## src/rtl/if_pkg.sv

```systemverilog
`default_nettype none
// ============================================================================
//  Module      : if_pkg
//  Description : Shared FSM encoding, queue entry layout and PC step for the
//                instruction-fetch prefetch stage.
//  Revision    : 1.0 - initial release
// ============================================================================
package if_pkg;

    localparam int unsigned PC_STEP = 4;

    localparam logic [1:0] c_IDLE   = 2'd0;
    localparam logic [1:0] c_REQ    = 2'd1;
    localparam logic [1:0] c_SQUASH = 2'd2;

    // Reference entry layout; the top re-declares it with its own widths.
    typedef struct packed {
        logic [31:0] pc;
        logic [31:0] instr;
        logic        fault;
    } if_entry_t;

endpackage
`default_nettype wire

```

## src/rtl/if_prefetch_fifo.sv

```systemverilog
`default_nettype none
// ============================================================================
//  Module      : if_prefetch_fifo
//  Description : DEPTH-entry synchronous FIFO with clear, count, full/empty
//                and a registered head that holds its last value when empty.
//  Revision    : 1.0 - initial release
// ============================================================================
module if_prefetch_fifo
    import if_pkg::*;
#(
    parameter type         entry_t = if_entry_t,
    parameter int unsigned DEPTH   = 4
) (
    input  logic                   clk,
    input  logic                   reset,
    input  logic                   clear,
    input  logic                   push,
    input  entry_t                 push_data,
    input  logic                   pop,
    output entry_t                 head,
    output entry_t                 head_next,
    output logic                   head_load,
    output logic [$clog2(DEPTH):0] count,
    output logic                   full,
    output logic                   empty
);

    localparam int unsigned c_PTR_W = $clog2(DEPTH);
    localparam int unsigned c_CNT_W = c_PTR_W + 1;

    entry_t             r_mem [DEPTH];
    entry_t             r_head;
    logic [c_PTR_W-1:0] r_wr_ptr;
    logic [c_PTR_W-1:0] r_rd_ptr;
    logic [c_PTR_W-1:0] w_wr_ptr_nxt;
    logic [c_PTR_W-1:0] w_rd_ptr_nxt;
    logic [c_PTR_W-1:0] w_wr_idx;
    logic [c_CNT_W-1:0] r_count;
    logic [c_CNT_W-1:0] w_count_nxt;
    logic [c_CNT_W-1:0] w_count_rem;
    logic               w_do_push;
    logic               w_do_pop;

    assign empty       = (r_count == '0);
    assign full        = (r_count == c_CNT_W'(DEPTH));
    assign w_do_pop    = pop & ~empty;
    assign w_do_push   = push & (~full | w_do_pop | clear);
    assign w_count_rem = r_count - c_CNT_W'(w_do_pop);

    // The head register is reloaded from the pushed word whenever the queue
    // would otherwise have nothing stored behind the current head.
    always_comb begin
        w_wr_idx     = r_wr_ptr;
        w_wr_ptr_nxt = r_wr_ptr;
        w_rd_ptr_nxt = r_rd_ptr;
        w_count_nxt  = r_count;
        head_next    = r_head;
        head_load    = 1'b0;
        if (clear) begin
            w_wr_idx     = '0;
            w_wr_ptr_nxt = push ? c_PTR_W'(1) : '0;
            w_rd_ptr_nxt = '0;
            w_count_nxt  = push ? c_CNT_W'(1) : '0;
            head_next    = push_data;
            head_load    = push;
        end else begin
            w_wr_ptr_nxt = r_wr_ptr + c_PTR_W'(w_do_push);
            w_rd_ptr_nxt = r_rd_ptr + c_PTR_W'(w_do_pop);
            w_count_nxt  = w_count_rem + c_CNT_W'(w_do_push);
            head_next    = (w_count_rem == '0) ? push_data : r_mem[w_rd_ptr_nxt];
            head_load    = (w_count_nxt != '0);
        end
    end

    always_ff @(posedge clk or negedge reset) begin
        if (!reset) begin
            r_wr_ptr <= '0;
            r_rd_ptr <= '0;
            r_count  <= '0;
            r_head   <= '0;
        end else begin
            r_wr_ptr <= w_wr_ptr_nxt;
            r_rd_ptr <= w_rd_ptr_nxt;
            r_count  <= w_count_nxt;
            if (head_load) begin
                r_head <= head_next;
            end
        end
    end

    always_ff @(posedge clk) begin
        if (w_do_push) begin
            r_mem[w_wr_idx] <= push_data;
        end
    end

    assign head  = r_head;
    assign count = r_count;

endmodule
`default_nettype wire

```

## src/rtl/if_prefetch.sv

```systemverilog
`default_nettype none
// ============================================================================
//  Module      : if_prefetch
//  Description : Instruction-fetch stage: sequential req/ack reads into a
//                prefetch queue, redirect flush/squash, valid/ready to decode.
//                Optional macro IF_PREFETCH_ALIGN_CHECK_EN: misaligned
//                redirect targets yield a single fault entry instead of reads.
//  Revision    : 1.0 - initial release
// ============================================================================
module if_prefetch
    import if_pkg::*;
#(
    parameter int unsigned       ADDR_W   = 32,
    parameter int unsigned       DATA_W   = 32,
    parameter int unsigned       DEPTH    = 4,
    parameter logic [ADDR_W-1:0] RESET_PC = '0
) (
    input  logic              clk,
    input  logic              reset,
    input  logic              pc_reset,
    input  logic              is_jump,
    input  logic              is_branch,
    input  logic [ADDR_W-1:0] jump_addr,
    input  logic [ADDR_W-1:0] branch_addr,
    output logic              read_req,
    input  logic              read_ack,
    output logic [ADDR_W-1:0] read_addr,
    input  logic [DATA_W-1:0] read_data,
    output logic              out_valid,
    input  logic              out_ready,
    output logic [DATA_W-1:0] instruction,
    output logic [ADDR_W-1:0] pc,
    output logic [ADDR_W-1:0] pc_next,
    output logic              fault
);

    typedef struct packed {
        logic [ADDR_W-1:0] pc;
        logic [DATA_W-1:0] instr;
        logic              fault;
    } entry_t;

    localparam int unsigned       c_CNT_W = $clog2(DEPTH) + 1;
    localparam logic [ADDR_W-1:0] c_STEP  = ADDR_W'(PC_STEP);

    logic [1:0]         r_state;
    logic [1:0]         w_state_nxt;
    logic [ADDR_W-1:0]  r_fetch_pc;
    logic [ADDR_W-1:0]  w_fetch_pc_nxt;
    logic [ADDR_W-1:0]  r_read_addr;
    logic [ADDR_W-1:0]  r_pc_next;
    logic [ADDR_W-1:0]  w_target_raw;
    logic [ADDR_W-1:0]  w_target;
    logic               r_parked;
    logic               w_parked_nxt;
    logic               w_redirect;
    logic               w_misaligned;
    logic               w_push;
    logic               w_fifo_push;
    logic               w_pop;
    logic               w_full;
    logic               w_empty;
    logic               w_head_load;
    logic [c_CNT_W-1:0] w_count;
    logic [c_CNT_W-1:0] w_count_after;
    entry_t             w_push_entry;
    entry_t             w_head;
    entry_t             w_head_next;

    assign w_redirect = pc_reset | is_jump | is_branch;

    always_comb begin
        w_target_raw = jump_addr;
        if (pc_reset) begin
            w_target_raw = RESET_PC;
        end else if (is_branch) begin
            w_target_raw = branch_addr;
        end
    end

`ifdef IF_PREFETCH_ALIGN_CHECK_EN
    localparam logic c_ALIGN_EN = 1'b1;
    assign w_target     = w_target_raw;
    assign w_misaligned = w_redirect & (w_target_raw[1:0] != 2'b00);
`else
    localparam logic              c_ALIGN_EN   = 1'b0;
    localparam logic [ADDR_W-1:0] c_ALIGN_MASK = ~ADDR_W'(3);
    assign w_target     = w_target_raw & c_ALIGN_MASK;
    assign w_misaligned = 1'b0;
`endif

    always_comb begin
        w_push_entry.pc    = r_read_addr;
        w_push_entry.instr = read_data;
        w_push_entry.fault = 1'b0;
        if (w_misaligned) begin
            w_push_entry.pc    = w_target;
            w_push_entry.instr = '0;
            w_push_entry.fault = 1'b1;
        end
    end

    assign w_push        = (r_state == c_REQ) & read_ack & ~w_redirect;
    assign w_fifo_push   = w_push | w_misaligned;
    assign w_pop         = out_valid & out_ready;
    assign w_count_after = w_count + c_CNT_W'(1) - c_CNT_W'(w_pop);

    // A request is only raised when the queue is guaranteed a slot for it;
    // an outstanding read is never abandoned, only its data is dropped.
    always_comb begin
        w_state_nxt    = r_state;
        w_fetch_pc_nxt = r_fetch_pc;
        w_parked_nxt   = r_parked;
        if (w_redirect) begin
            w_fetch_pc_nxt = w_target;
            w_parked_nxt   = w_misaligned;
            w_state_nxt    = ((r_state != c_IDLE) && !read_ack) ? c_SQUASH : c_IDLE;
        end else begin
            case (r_state)
                c_IDLE: begin
                    if (!r_parked && !w_full) begin
                        w_state_nxt = c_REQ;
                    end
                end
                c_REQ: begin
                    if (read_ack) begin
                        w_fetch_pc_nxt = r_fetch_pc + c_STEP;
                        w_state_nxt    = (w_count_after < c_CNT_W'(DEPTH)) ? c_REQ : c_IDLE;
                    end
                end
                c_SQUASH: begin
                    if (read_ack) begin
                        w_state_nxt = c_IDLE;
                    end
                end
                default: w_state_nxt = c_IDLE;
            endcase
        end
    end

    always_ff @(posedge clk or negedge reset) begin
        if (!reset) begin
            r_state     <= c_IDLE;
            r_fetch_pc  <= RESET_PC;
            r_read_addr <= RESET_PC;
            r_parked    <= 1'b0;
            r_pc_next   <= '0;
        end else begin
            r_state    <= w_state_nxt;
            r_fetch_pc <= w_fetch_pc_nxt;
            r_parked   <= w_parked_nxt;
            if (w_state_nxt != c_SQUASH) begin
                r_read_addr <= w_fetch_pc_nxt;
            end
            if (w_head_load) begin
                r_pc_next <= w_head_next.pc + c_STEP;
            end
        end
    end

    if_prefetch_fifo #(
        .entry_t (entry_t),
        .DEPTH   (DEPTH)
    ) u_fifo (
        .clk       (clk),
        .reset     (reset),
        .clear     (w_redirect),
        .push      (w_fifo_push),
        .push_data (w_push_entry),
        .pop       (w_pop),
        .head      (w_head),
        .head_next (w_head_next),
        .head_load (w_head_load),
        .count     (w_count),
        .full      (w_full),
        .empty     (w_empty)
    );

    assign read_req    = (r_state != c_IDLE);
    assign read_addr   = r_read_addr;
    assign out_valid   = ~w_empty;
    assign instruction = w_head.instr;
    assign pc          = w_head.pc;
    assign pc_next     = r_pc_next;
    assign fault       = c_ALIGN_EN & w_head.fault;

endmodule
`default_nettype wire

```

## config.mk

```make
export PLATFORM = sky130hd
export DESIGN_NAME = if_prefetch
export DESIGN_NICKNAME = d
export VERILOG_FILES = /design/src/rtl/if_pkg.sv /design/src/rtl/if_prefetch_fifo.sv /design/src/rtl/if_prefetch.sv
export SDC_FILE = /design/constraint.sdc
export NUM_CORES = 1
export LEC_CHECK = 0
export CORE_UTILIZATION = 55
export CTS_BUF_LIST = sky130_fd_sc_hd__clkbuf_4 sky130_fd_sc_hd__clkbuf_8
export DETAILED_ROUTE_END_ITERATION = 10
export PLACE_DENSITY = 0.88
export SETUP_SLACK_MARGIN = 0.05
export SYNTH_ARGS = -nofsm -noshare
export SYNTH_HDL_FRONTEND = slang
export SYNTH_HIERARCHICAL = 1
export SYNTH_SLANG_ARGS = --single-unit
```

## constraint.sdc

```tcl
create_clock -name clk -period 16.5 [get_ports clk]
set_input_delay 3.3 -clock clk [delete_from_list [all_inputs] [get_ports clk]]
set_output_delay 3.3 -clock clk [all_outputs]
set_load 0.005 [all_outputs]
```

[After elaboration in Yosys (flattened, before gate mapping)]
Memories as Yosys holds them, arrays and structs flattened.
Index checks and enable logic that the tools add are counted.
Operators by class
  add/subtract/negate cells: 8
  magnitude comparators: 1
  eq/ne operators: 4
  mux-type cells: 23
  bitwise gates (word level): 12
  reductions and logical operators: 7
Operators by type and width (count)
  $mux W32: 5
  $mux W65: 2
  $add A32 B3 Y32 const B: 2
  $mux W2: 8
  $logic_not A3 Y1: 2
  $mux W1: 6
  $pmux W2 S3: 1
  $sub A3 B1 Y3: 2
  $and A1 B1 Y1: 5
  $add A2 B1 Y2: 2
  $or A1 B1 Y1: 4
  $add A3 B1 Y3: 1
  $add A3 B1 Y3 const B: 1
  $eq A3 B3 Y1 const B: 1
  $lt A3 B3 Y1 const B: 1
  $mux W3: 1
  $not A1 Y1: 3
  $reduce_bool A3 Y1: 1
  $eq A2 B1 Y1 const B: 1
  $eq A2 B2 Y1 const B: 1
  $logic_not A2 Y1: 1
  $ne A2 B2 Y1 const B: 1
  $reduce_bool A2 Y1: 1
  $logic_and A1 B1 Y1: 1
  $logic_not A1 Y1: 1
Word-level totals
  bits in registers: 169
  memory bits (writable): 256
  input bits: 103
  output and inout bits: 131
  word-level logic and storage cells: 65
  memories: 1
Memories
  u_fifo.r_mem: words 4, bits a word 64, read ports 1, clocked after Yosys merged registers in 0, write ports 1, RTL line if_prefetch_fifo.sv:31  | entry_t r_mem [DEPTH];

[Longest topological paths before layout]
  word-level depth: 10
  mapped depth: 18
  gate-level depth less buffers: 14

[By module]
The synthesis kept the hierarchy.
Modules (own cells, without submodules)
  if_prefetch_fifo: times used 1, cells each 810, area each 13734.4 µm², sequential area each 9609.2 µm²
  if_prefetch: times used 1, cells each 531, area each 5153.7 µm², sequential area each 2452.4 µm²

[Worst setup path after synthesis]
No wires, ideal clock.
  path type: input port to flip-flop
  start point: input is_branch
  end point: memory u_fifo/r_mem[1][0] in the netlist's numbering (enable)
  data arrival time: 11282 ps
  path slack: 4569 ps
  stages: 8
  path buffers: 3
  cells stage by stage: buf_2 nor3_2 clkinv_1 clkbuf_1 buf_1 nor2_1 a21boi_0 nor4bb_1
On the way
  cells in the longest elaborated chain, start to end: 6
Ends and longest elaborated chain
  start: declaration: RTL line if_prefetch.sv:22  | input logic is_branch,
  $or A1 B1 Y1: RTL line if_prefetch.sv:70  | assign w_redirect = pc_reset | is_jump | is_branch;
  via w_redirect: RTL line if_prefetch.sv:56  | logic w_redirect;
  $not A1 Y1: RTL line if_prefetch.sv:103  | assign w_push = (r_state == c_REQ) & read_ack & ~w_redirect;
  $and A1 B1 Y1: RTL line if_prefetch.sv:103
  via w_fifo_push: RTL line if_prefetch.sv:59  | logic w_fifo_push;
  $and A1 B1 Y1: RTL line if_prefetch_fifo.sv:47  | assign w_do_push = push & (~full | w_do_pop | clear);
  $mux W1: RTL line if_prefetch_fifo.sv:92  | if (w_do_push) begin
  $mux W1 (not written as such): RTL line if_prefetch_fifo.sv:93  | r_mem[w_wr_idx] <= push_data;
  end: declaration: RTL line if_prefetch_fifo.sv:31
The timed path passes the listed nets, and every way through them passes these cells.

[Worst setup path after layout]
  start point: input pc_reset
  end point: register r_pc_next[3] (netlist: pc_next[3])
On the way
  cells in the longest elaborated chain, start to end: 8
Ends and longest elaborated chain
  start: declaration: RTL line if_prefetch.sv:20  | input logic pc_reset,
  $or A1 B1 Y1 * (2 in series): RTL line if_prefetch.sv:70
  $not A1 Y1 *: RTL line if_prefetch.sv:103
  $and A1 B1 Y1 *: RTL line if_prefetch.sv:103
  via w_fifo_push: RTL line if_prefetch.sv:59
  $and A1 B1 Y1: RTL line if_prefetch_fifo.sv:47
  $add A3 B1 Y3: RTL line if_prefetch_fifo.sv:69  | w_count_nxt = w_count_rem + c_CNT_W'(w_do_push);
  $reduce_bool A3 Y1: RTL line if_prefetch_fifo.sv:71  | head_load = (w_count_nxt != '0);
  $mux W1 *: RTL line if_prefetch_fifo.sv:59  | if (clear) begin
  via w_head_load: RTL line if_prefetch.sv:63  | logic w_head_load;
  end signal: assignment: RTL line if_prefetch.sv:156  | r_pc_next <= w_head_next.pc + c_STEP;
  end: declaration: RTL line if_prefetch.sv:51  | logic [ADDR_W-1:0] r_pc_next;
The timed path passes the listed nets; every way through them passes the cells marked *.
A chain may end at the register's enable or synchronous reset.

==> summary.txt <==
Floorplanning
  • Starting density of the core: 56.27%
  • Core ar.: 32,780 sq um
  • I/O Pins: 234
  • Row cnt: 66
  • Die Area: 34,280 sq um
  • Die Y: 185.1 microns
  • Die width: 185.1 microns

Global routing
  • M1 GR Usage: 34.41%
  • Gr usage total: 26.28%
  • Largest net degree at the start of global routing: 92
  • Initial antenna violation count: 1
  • Met3 usage: 5.446%
  • First-pass GRT wire length: 67,440 microns
  • Global route hottest layer: met2
  • GR Layer Usage met2: 42.63%
  • GR Overflow Total: 0
  • Vias in the first global route: 12.16k

Yosys
  • Synthesized area: 18,450 sq um
  • Yosys warning count: 6
  • Synth Instances: 1,264
  • Syn nets: 1,375
  • Avg Cell Area, Syn: 14.59 sq um

Power
  • Max IR drop VDD: 0.05660 mV
  • P per Cell Area: 112.5 nW/um^2
  • Static Leakage: 8.124 nW
  • Pwr Total: 2.526 mW

Cells and area
  • Nets: 1,608
  • Layout cells sized above 1: 21.03%
  • Post-route cell area: 22,440 sq um
  • Ant. Diodes: 0
  • Final Util: 68.45%
  • Final Non-Filler Cells: 1,992
  • P&R area growth vs syn: 21.65%

Status
  • Status: completed

Clocking
  • Setup bufs post-CTS: 0
  • Inserted Clock Buffers: 67
  • Clock Sinks: 425
  • Clock transition at path regs: 60 ps
  • H-tree lvl count: 3
  • Clock tree buffer depth: 3
  • CTS tree: done
  • Clock Tree Root: clkbuf_8
  • Post-CTS Resized: 0
  • Cts hold-fix bufs: 0
  • Clk_lat worst skew: 570 ps

Critical path
  • Critical Path End Type: flip-flop
  • Crit path kind: primary input to flip-flop
  • CP Max Fanout: 71
  • CP Data Required Time: 16,940 ps
  • Worst reg2reg path depth: 10
  • Critical path's largest stage delay: 780 ps
  • Worst Path Arrival: 8850 ps
  • CP max stage cell: clkdlybuf4s50_1
  • CP most frequent cell: buf_4
  • CP Cell Sequence: clkdlybuf4s50_1 > nor3_2 > buf_4 > clkinv_1 > buf_4 > nor2_1 > a21boi_0 > ha_1 > ha_1 > xnor3_1 > o211a_4 > inv_4 > buf_4 > mux2_2
  • CP Launch Type: primary input

STA
  • Final setup vio count: 0
  • Tcrit/Tclk final: 50.94%
  • Slew HR: 15.42%
  • Fmax: 119.0 MHz
  • Fin. Hold Viols: 0
  • Max-slew violations: 0
  • Final TNS setup: 0 ps
  • Layout Skew: 24.79 ps
  • Final min period: 8405 ps
  • Slew @ Worst Pin: 1266 ps
  • RSZ-0062 raised after global routing: no

Placement
  • Placed Instances: 1,870
  • Post-place instance area: 21,050 sq um
  • GP Congestion: 0.8805
  • HPWL Detailed: 27,470 microns
  • I/O Buffers: 228

Min path
  • Hold WC Path Type: flip-flop to flip-flop
  • Hold-critical path depth: 1

Routing
  • Wire length per cell: 21.79 microns
  • Wirelength, routed: 43,420 microns
  • Post-route DRC: 0
  • Initial DRC count: 930
  • DR vias/cell: 5.959
  • DR pass1 iterations: 5
  • Vias after detailed routing: 11.87k
  • Antenna-violating nets left: 0

Run
  • Max Cap Viol: 0
sequential cells by signal, summed over array words and instances (netlist names):
signal and flops:
read_addr 32, u_fifo/r_wr_ptr 2, u_fifo/r_rd_ptr 2, u_fifo/head 64, r_fetch_pc 32, pc_next 32, u_fifo/r_mem 256, r_state 2
u_fifo/count 3
final timing paths:
check                         startpoint         endpoint  slack (ps)
min in group asynchronous          reset  u_fifo/head[60]        2840
max in group asynchronous          reset      pc_next[13]       12070
setup reg to reg              r_state[1]       pc_next[3]       11540
hold / removal             r_fetch_pc[1]    r_fetch_pc[1]         490
hold reg to reg            r_fetch_pc[1]    r_fetch_pc[1]         490
setup / recovery                pc_reset       pc_next[3]        8100
per-layer routing:
metal / share of wire, % / wire, microns
met1: 40 / 17150
met2: 50 / 21490
met3: 7.8 / 3385
met4: 3.2 / 1383
met5: 0 / 0
cell usage in the layout (no fill, tap or decap), types with 40 or more instances in the layout:
master / n
clkbuf_8: 74
edfxtp_1: 256
clkdlybuf4s50_1: 227
a21oi_1: 61
a21oi_2: 40
mux4_2: 64
nor2_1: 50
nand2_1: 160
a2bb2oi_2: 40
dfrtp_1: 169
final cells by class:
cell class | count | area [sq um]
tap | 442 | 553.0
sequential | 425 | 11920
multi-input combinational | 734 | 6077
clock buffer | 95 | 1176
timing repair buffer | 245 | 2411
inverter | 24 | 92.59
fill | 2215 | 10340
clock inverter | 27 | 215.2
critical path: cells and delay by family:
family | cells | cell delay, ps
mux | 1 | 410
xor+xnor | 1 | 240
fa+ha+maj | 2 | 430
compound gates | 2 | 1020
buf+inv | 6 | 2850
simple gates | 2 | 510
per-stage QoR:
stage	worst slack, ps	hold WS, ps
floorplan	4667	441.4
global placement	7683	459.8
detailed placement	7586	471.0
CTS	8170	481.0
global route	7752	511.9
finish	8095	489.3
power by group:
| part | total, mW | internal (mW) | switching (mW) | leakage [nW] |
|---|---|---|---|---|
| logic | 0.334 | 0.211 | 0.123 | 2.93 |
| clock network | 0.913 | 0.510 | 0.403 | 0.736 |
| registers | 1.28 | 1.21 | 0.0692 | 4.45 |
| total | 2.53 | 1.93 | 0.595 | 8.12 |
(Power assumes the default switching activity.)
==> variant 1 (config.mk and constraints unchanged) <==
`c_ALIGN_EN`: 1'b0 -> 1'b1.
--- a/src/rtl/if_prefetch.sv
+++ b/src/rtl/if_prefetch.sv
@@ -85,3 +85,3 @@
 `else
-    localparam logic              c_ALIGN_EN   = 1'b0;
+    localparam logic              c_ALIGN_EN   = 1'b1;
     localparam logic [ADDR_W-1:0] c_ALIGN_MASK = ~ADDR_W'(3);
Behaviour: same outputs for any inputs over 4 cycles, from zero or initial values and one cycle with reset low; that may be too few to reach the edited logic, so the function may still have changed.
==> variant 1 against the original RTL <==
Count of clock-buffer cells in the layout down 4; critical path depth unchanged; largest cell class unchanged; routed wire length up 3.5%; sequential cell count up 5; synthesized cell count up 0.63%; area after synthesis up 0.96%; clock skew up 0.0062 ns; non-clock buffer count down 1; cell area up 1.3%; global-route usage up 0.51 points; largest power group unchanged; register-to-register slack worse by 0.03 ns; setup slack better by 0.54 ns; total power up 3.0%.
==> variant 1: results <==
export IMPL_status="finished, final reports clean"
export IMPL_dpl_cell_area_um2=21300
export IMPL_grt_max_degree=104
export IMPL_clockBufferDepth=3
export IMPL_drive_gt1_frac=0.205
export IMPL_fill_cells=2147
export IMPL_hold_path_class="reg -> reg"
export IMPL_use_met3=0.0540
export IMPL_insertion_delay_ns=0.60
export IMPL_fin_cells=2014
export IMPL_grt_pass1_vias=12500
export IMPL_ir_worst_vdd_v=0.0000528
export IMPL_slew_headroom=0.233
export IMPL_track_usage=0.268
export IMPL_rr_startpoint="u_fifo/count[2]$_DFF_PN0_"
export IMPL_viasPerCell=5.98
export IMPL_crit_arrival_ns=8.35
export IMPL_whs_ns=0.470
export IMPL_gp_congestion=0.883
export IMPL_reg2reg_depth=15
export IMPL_r2r_slack_ns=11.51
export IMPL_numPortBuffers=229
export IMPL_met1_usage=0.354
export IMPL_antenna_found_initial=0
export IMPL_cts_made_buffers=68
export IMPL_synthCells=1272
export IMPL_largest_reg_flops=260
export IMPL_hold_end="r_state[0]$_DFF_PN0_"
export IMPL_drt_first_pass_iters=5
export IMPL_cellLeakagePower_nw=8.22
export IMPL_hpwl_um=27400
export IMPL_final_nets=1621
export IMPL_wl_um=44900
export IMPL_critPathMaxFanout=83
export IMPL_fin_skew_ns=0.0310
export IMPL_use_met2=0.430
export IMPL_grt_pass1_wl_um=69000
export IMPL_cts_clk_slew_worst_paths_ns=0.07
export IMPL_dp_cells=1888
export IMPL_r2r_end="pc_next[25]$_DFFE_PN0P_"
export IMPL_first_iter_violations=1028
export IMPL_worstHoldStart="r_state[1]$_DFF_PN0_"
export IMPL_diodes=0
[variant 1: report_power, final]
group	internal [mW]	switching, mW
Combinational	0.213	0.124
Sequential	1.22	0.0744
Clock	0.552	0.415
[variant 1: cell type report]
class                           instances  area (um^2)  area share
Multi-Input combinational cell        742         6130       0.270
Sequential cell                       430        12100       0.531
Clock buffer                           91         1150      0.0507
Timing Repair Buffer                  244         2410       0.106
Tap cell                              448          561      0.0247
Clock inverter                         35          319      0.0140
Inverter                               24         92.6     0.00407
[variant 1: critical path, cell delays in order]
cell	delay, ns
clkdlybuf4s50_1	0.95
nor3_2	0.11
clkinv_1	0.08
buf_4	0.44
nor2_1	0.08
a21boi_0	0.64
ha_1	0.28
ha_1	0.16
xnor3_1	0.25
o211a_4	0.28
inv_4	0.47
buf_4	0.89
nor2_1	0.12
a21oi_1	0.18
[variant 1: how the worst max path moves through the flow]
stage	start	to	slack [ns]	cells past startpoint
after floorplan	is_branch	u_fifo/r_mem[1][0]$_DFFE_PP_	4.57	8
after global placement	pc_reset	pc_next[14]$_DFFE_PN0P_	8.33	14
after detailed placement	pc_reset	pc_next[10]$_DFFE_PN0P_	8.13	14
after CTS	pc_reset	pc_next[10]$_DFFE_PN0P_	8.72	14
after global routing	pc_reset	pc_next[5]$_DFFE_PN0P_	8.33	14
final	pc_reset	pc_next[14]$_DFFE_PN0P_	8.64	14
[variant 1: per-stage QoR]
step                      utilization  worst slack, ns
after floorplan                     -             4.57
after global placement          0.635             8.33
after detailed placement        0.635             8.13
after CTS                       0.679             8.72
after global routing            0.679             8.33
final                           0.679             8.64
[variant 1: layer usage]
metal,routed length [um],vias to the layer above
met5,0,-
met4,1470,0
met3,3320,84
met2,22300,559
met1,17800,6095
li1,-,5301
==> variant 2 (config.mk and constraints unchanged) <==
Without the edit above. Make the reset (`reset`) synchronous in 2 clocked blocks.
--- a/src/rtl/if_prefetch_fifo.sv
+++ b/src/rtl/if_prefetch_fifo.sv
@@ -74,3 +74,3 @@
 
-    always_ff @(posedge clk or negedge reset) begin
+    always_ff @(posedge clk) begin
         if (!reset) begin
--- a/src/rtl/if_prefetch.sv
+++ b/src/rtl/if_prefetch.sv
@@ -140,3 +140,3 @@
 
-    always_ff @(posedge clk or negedge reset) begin
+    always_ff @(posedge clk) begin
         if (!reset) begin
Formal check against the unedited RTL: differs if reset is asserted again (counterexample within 4 cycles, from zero or initial values and one cycle with reset low); with reset held inactive, the same outputs for 4 cycles.
==> variant 2 against the original RTL <==
Cell area fell by 4.5%; core utilization rose by 0.71 points; sequential cell count did not move; first-iteration DRC count rose by 20%; area after synthesis fell by 5.1%; maximum frequency rose by 3.3%; routed wire length fell by 0.96%; die area fell by 5.0%; setup slack improved by 0.27 ns; hold slack got worse by 0.024 ns.
Power is not compared: it rests on default switching activity, and its combinational part moved more than twofold at a synthesized area within 25%.
==> variant 2: results <==
export IMPL_grt_pass1_vias=12500
export IMPL_dr_wl_met2_um=21000
export IMPL_synth_nets=1499
export IMPL_drt_first_pass_iters=6
export IMPL_insertion_delay_ns=0.59
export IMPL_fill_cells=2078
export IMPL_met1_usage=0.346
export IMPL_fin_skew_ns=0.0334
export IMPL_slew_headroom=0.290
export IMPL_grt_pass1_wl_um=67200
export IMPL_use_met3=0.0491
export IMPL_cpMaxStageDelayCell="buf_4"
export IMPL_grt_max_degree=96
export IMPL_first_iter_violations=1112
export IMPL_gp_congestion=0.906
export IMPL_cts_made_buffers=66
export IMPL_final_nets=1720
export IMPL_critPathMaxFanout=95
export IMPL_status="finished, final reports clean"
export IMPL_drt_met1_wl_um=17200
export IMPL_wl_per_cell_um=20.9
export IMPL_drive_gt1_frac=0.139
export IMPL_synthCells=1388
export IMPL_max_stage_delay_ns=0.83
export IMPL_fin_cells=2059
export IMPL_met3_length_um=3560
export IMPL_use_met2=0.442
export IMPL_dp_cells=1937
export IMPL_dr_total_vias=12500
-- variant 2: area by class of cell --
class / count / area [um^2] / share of cell area
Tap cell: 396 / 495 / 0.0231
Clock buffer: 95 / 1140 / 0.0534
Inverter: 23 / 86.3 / 0.00403
Multi-Input combinational cell: 848 / 6010 / 0.280
Clock inverter: 27 / 221 / 0.0103
Timing Repair Buffer: 245 / 2410 / 0.112
Sequential cell: 425 / 11100 / 0.516
-- variant 2: worst paths after layout --
| kind | from | to | slack [ns] | depth (start not counted) |
|---|---|---|---|---|
| worst min register to register | r_fetch_pc[1]$_SDFF_PN0_ | read_addr[1]$_SDFFE_PN0P_ | 0.46 | 2 |
| worst max-delay path | pc_reset | pc_next[15]$_SDFFE_PN0P_ | 8.37 | 15 |
| worst max register to register | u_fifo/count[2]$_SDFF_PP0_ | pc_next[24]$_SDFFE_PN0P_ | 11.54 | 16 |
| worst min-delay path | r_fetch_pc[1]$_SDFF_PN0_ | read_addr[1]$_SDFFE_PN0P_ | 0.46 | 2 |
